==> src/rtl/dac_error_counter.sv <==
// AGC drive-pulse error counter: captures PLUS/MINUS edges and accumulates them on FAZ1HI.
// Optional sticky overflow alarm enabled by defining DAC_ERRCNT_OVF_ALARM_EN.
module dac_error_counter #(
    parameter int LIMIT_FINE = 255,
    parameter int LIMIT_CA   = 127
) (
    input  logic       clk,
    input  logic       rst,
    input  logic       FAZ1HI,
    input  logic       FAZ3HI,
    input  logic       EEC,
    input  logic       CA,
    input  logic       PLUS,
    input  logic       MINUS,
    output logic [8:0] ERRCNT,
    output logic       SAT,
    output logic       DRVACK,
    output logic       RUN,
    output logic       OVF
);

    // Handshake: DRVACK is a one-cycle valid strobe with no ready; ERRCNT is the
    // updated count in the same cycle and the consumer cannot stall the block.

    typedef enum logic [1:0] {
        S_IDLE = 2'd0,
        S_ARM  = 2'd1,
        S_RUN  = 2'd2
    } state_t;

    state_t            state, state_nxt;
    logic              plus_q, minus_q;
    logic              plus_rise, minus_rise;
    logic              ppend, mpend, ppend_nxt, mpend_nxt;
    logic signed [8:0] cnt, cnt_nxt;
    logic              drvack_q, drvack_nxt;
    logic              sat_evt, lost_evt;
    logic              p_serv, m_serv;
    logic              clear_all, service;
    logic signed [9:0] cnt_w, lim_w, abs_w, base_w, sum_w;

    assign plus_rise  = PLUS & ~plus_q;
    assign minus_rise = MINUS & ~minus_q;

    // 10-bit signed view of the count so +/-1 around +/-255 never wraps
    assign cnt_w = {cnt[8], cnt};
    assign lim_w = CA ? 10'(LIMIT_CA) : 10'(LIMIT_FINE);
    assign abs_w = cnt_w[9] ? -cnt_w : cnt_w;

    assign clear_all = (state == S_IDLE) || !EEC;
    assign service   = (state == S_RUN) && FAZ1HI && !FAZ3HI;

    always_comb begin
        state_nxt  = state;
        ppend_nxt  = ppend;
        mpend_nxt  = mpend;
        cnt_nxt    = cnt;
        drvack_nxt = 1'b0;
        sat_evt    = 1'b0;
        lost_evt   = 1'b0;
        p_serv     = 1'b0;
        m_serv     = 1'b0;
        base_w     = cnt_w;
        sum_w      = cnt_w;

        case (state)
            S_IDLE:  if (EEC) state_nxt = S_ARM;
            S_ARM:   if (FAZ3HI) state_nxt = S_RUN;
            S_RUN:   state_nxt = S_RUN;
            default: state_nxt = S_IDLE;
        endcase
        if (!EEC) state_nxt = S_IDLE;

        if (clear_all) begin
            ppend_nxt = 1'b0;
            mpend_nxt = 1'b0;
            cnt_nxt   = '0;
        end else begin
            // Clamp first so a limit drop (CA rising) and a service compose cleanly
            if (cnt_w > lim_w)
                base_w = lim_w;
            else if (cnt_w < -lim_w)
                base_w = -lim_w;

            p_serv = service & ppend;
            m_serv = service & mpend;
            if (p_serv || m_serv) begin
                drvack_nxt = 1'b1;
                if (p_serv && !m_serv) begin
                    sum_w = base_w + 10'sd1;
                    if (sum_w > lim_w) sat_evt = 1'b1;
                    else               base_w  = sum_w;
                end else if (m_serv && !p_serv) begin
                    sum_w = base_w - 10'sd1;
                    if (sum_w < -lim_w) sat_evt = 1'b1;
                    else                base_w  = sum_w;
                end
            end
            if (p_serv) ppend_nxt = 1'b0;
            if (m_serv) mpend_nxt = 1'b0;

            // A fresh edge on its own service cycle re-arms the flag instead of being lost
            if (plus_rise) begin
                lost_evt  = lost_evt | (ppend & ~p_serv);
                ppend_nxt = 1'b1;
            end
            if (minus_rise) begin
                lost_evt  = lost_evt | (mpend & ~m_serv);
                mpend_nxt = 1'b1;
            end
            cnt_nxt = base_w[8:0];
        end
    end

    always_ff @(posedge clk) begin
        if (rst) begin
            state    <= S_IDLE;
            plus_q   <= 1'b0;
            minus_q  <= 1'b0;
            ppend    <= 1'b0;
            mpend    <= 1'b0;
            cnt      <= '0;
            drvack_q <= 1'b0;
        end else begin
            state    <= state_nxt;
            plus_q   <= PLUS;
            minus_q  <= MINUS;
            ppend    <= ppend_nxt;
            mpend    <= mpend_nxt;
            cnt      <= cnt_nxt;
            drvack_q <= drvack_nxt;
        end
    end

    assign ERRCNT = cnt;
    assign DRVACK = drvack_q;
    assign RUN    = (state == S_RUN);
    assign SAT    = (abs_w == lim_w);

`ifdef DAC_ERRCNT_OVF_ALARM_EN
    logic ovf_q;

    always_ff @(posedge clk) begin
        if (rst || clear_all)
            ovf_q <= 1'b0;
        else if (sat_evt || lost_evt)
            ovf_q <= 1'b1;
    end

    assign OVF = ovf_q;
`else
    logic unused_alarm_evt;
    assign unused_alarm_evt = sat_evt | lost_evt;
    assign OVF = 1'b0;
`endif

endmodule
==> config.mk <==
export PLATFORM = sky130hd
export DESIGN_NAME = dac_error_counter
export DESIGN_NICKNAME = d
export VERILOG_FILES = /design/src/rtl/dac_error_counter.sv
export SDC_FILE = /design/constraint.sdc
export NUM_CORES = 1
export LEC_CHECK = 0
export ABC_AREA = 1
export BUFFER_PORTS_ARGS = -buffer_cell sky130_fd_sc_hd__buf_2
export CORE_ASPECT_RATIO = 0.8
export CORE_MARGIN = 2
export CORE_UTILIZATION = 58
export CTS_CLUSTER_DIAMETER = 200
export DETAILED_ROUTE_END_ITERATION = 7
export GPL_TIMING_DRIVEN = 0
export PLACE_DENSITY = 0.8
export SLEW_MARGIN = 20
export SYNTH_ARGS = -nofsm -noshare
export SYNTH_HDL_FRONTEND = slang
export SYNTH_SLANG_ARGS = --single-unit
==> constraint.sdc <==
create_clock -name clk -period 5.3 [get_ports clk]
set_input_delay 1.06 -clock clk [delete_from_list [all_inputs] [get_ports clk]]
set_output_delay 1.06 -clock clk [all_outputs]
set_load 0.05 [all_outputs]
==> flow_summary.yaml <==
synth:
  syn_nets: 304
  syn_area_per_cell_um2: 6.11
  netlist_instances: 281
  yosys_warnings: 0
  yosys.area.top_type: "dfxtp_1"
  ys_ff_latch: 16
  async_reset_ff_frac: 0
  ys_types: 32
  synth_area_um2: 1720
  ys.flop_type: "dfxtp_1"
  synth_top_area_share: 0.186
  yosysMostFrequentCell: "nand2_1"
  synth_common_cells: "nand2_1, inv_1, nand3_1, nor2_1, dfxtp_1"
  ys_seq_area_frac: 0.186
  synth-edff-count: 0
  yosys-top-cells-area: "dfxtp_1, nand2_1, nand3_1, ha_1, inv_1"
cells_and_area:
  n_antenna_cell: 0
  drive_gt1_frac: 0.171
  finish.utilization: 0.687
  nNetsFinal: 328
  final_area_um2: 1920
  areaGrowthSynthToFinish_pct: 11.5
clocking:
  cts_root_buf: "clkbuf_8"
  cts_hold_buf: 0
  clkTransAtPathRegs_ns: 0.06
  numCtsBuffers: 3
  worstSkewPairLatency_ns: 0.25
  postCtsSetupRepairBufs: 0
  cts_buffer_depth: 2
  cts_resized: 0
  htreeDepth: 1
  cts_tree: "yes"
  cts_sinks: 16
detailed_routing:
  ant_nets: 0
  firstDrtPassIters: 4
  drc: 0
  wl_per_cell_um: 11.6
  wirelength_mm: 3.98
  viasPerCell: 5.24
  vias: 1791
  drt_iter0_drc: 165
sta:
  fin_crit_sh: 0.884
  fin_hold_ws_ns: 0.496
  rsz0062_at_grt: "false"
  maxSlewHeadroom: 0.496
  period_minus_slack_ns: 4.68
  finalSetupViolations: 0
  finalSetupTns_ns: 0
  fmax_mhz: 214
  drv_slew: 0
  skew_ns: 0.00163
  hold_viol_final: 0
  worstMarginPinSlew_ns: 0.752
critical_path:
  slowest_stage: "ha_1"
  cp.required_ns: 5.45
  crit_type: "in -> reg"
  arrival_ns: 4.83
  crit_top_cell: "nand2_1"
  slowest_delay_ns: 0.32
  startpoint_type: "input pin"
  endpoint_kind: "flip-flop"
  critPathMaxFanout: 8
pwr:
  p_per_area_nw_per_um2: 132
  ir_drop_mv: 0.173
  p_leak_nw: 1.05
grt:
  antenna_found_initial: 0
  gr-total-overflow: 0
  track_usage: 0.254
  grt_max_degree: 11
  grt_pass1_vias: 1497
  grt_pass1_wl_mm: 6.75
die:
  io_pins: 21
  die_height_um: 52.7
  start_util: 0.617
  die_w_um: 64.8
  core_region_area_um2: 2790
  core.rowCount: 17
  dieArea_um2: 3420
min_path:
  min_path_type: "reg -> reg"
status:
  outcome: "complete, no violations"
placed_design:
  hpwl_mm: 3.29
  io_buffers: 19
  dpl_cell_area_um2: 1860
  routabilityCongestion: 0.816
job:
  maxCapViolCount: 0
[where the power goes]
group,leakage [nW],internal (mW),switching [mW],total [mW]
Sequential,0.130,0.122,0.00100,0.123
Combinational,0.888,0.00771,0.0137,0.0214
Clock,0.0288,0.0659,0.0415,0.107
Total,1.05,0.196,0.0562,0.252
[cell type report]
| class | instances | area, µm² |
|---|---|---|
| timing repair buffer | 19 | 95.1 |
| fill | 279 | 871 |
| buffer | 3 | 22.5 |
| inverter | 47 | 179 |
| sequential | 16 | 320 |
| multi-input combinational | 215 | 1200 |
| clock buffer | 4 | 55.1 |
| tap | 38 | 47.5 |
[worst max-delay path: cells and delay by family]
| kind | cells | cell delay [ns] |
|---|---|---|
| AOI/OAI and AO/OA | 3 | 0.38 |
| adders and majority gates | 3 | 0.90 |
| buffers and inverters | 5 | 0.52 |
| and+or+nand+nor | 18 | 1.96 |
[cells by family (layout without fill, tap and decap cells)]
logic type | after synthesis | in the layout | synth area share
and+or+nand+nor | 165 | 165 | 0.457
buffers and inverters | 50 | 73 | 0.117
AOI/OAI and AO/OA | 27 | 27 | 0.0918
DFF | 16 | 16 | 0.186
adders and majority gates | 15 | 15 | 0.109
xor gates and xnor gates | 7 | 7 | 0.0357
other | 1 | 1 | 0.00218
[placed cells by master, fill, tap and decap left out, types with 2 or more instances in the layout]
cell / instances
nand2_1: 61
inv_1: 43
nand3_1: 43
nor2_1: 27
buf_2: 19
dfxtp_1: 16
ha_1: 15
a21oi_1: 14
nand2_2: 10
nand4_1: 8
o21ai_0: 5
nand2_4: 4
nor3_1: 4
xor2_1: 4
clkbuf_8: 4
inv_2: 3
nor2_2: 3
xnor2_1: 3
o21bai_1: 2
or2_2: 2
[stage by stage]
stage | worst slack [ns] | total power, mW | cells
after floorplan | 0.521 | 0.140 | 281
after global placement | 0.452 | 0.146 | 338
after detailed placement | 0.359 | 0.147 | 338
after CTS | 0.618 | 0.254 | 342
after global routing | 0.163 | 0.260 | 342
final | 0.616 | 0.252 | 342
[state kept, by name (all words and copies together) (netlist names)]
name	flops
ERRCNT	9
state	2
DRVACK	1
minus_q	1
mpend	1
plus_q	1
ppend	1
[layer usage]
metal | track usage | vias up | wire length [µm]
met5 | 0 | - | 0
met4 | 0.0355 | 0 | 19
met3 | 0.0452 | 4 | 212
met2 | 0.416 | 48 | 1690
met1 | 0.356 | 786 | 2050
li1 | - | 953 | -
[worst paths after layout]
| check | start | endpoint | slack, ns | depth (start not counted) |
|---|---|---|---|---|
| max | CA | ERRCNT[0] | 0.62 | 29 |
| min | plus_q | ppend | 0.50 | 2 |
| max reg2reg | ERRCNT[0] | ERRCNT[0] | 1.07 | 29 |
| min reg2reg | plus_q | ppend | 0.50 | 2 |
Note: power is estimated with default switching activity, not from simulation.
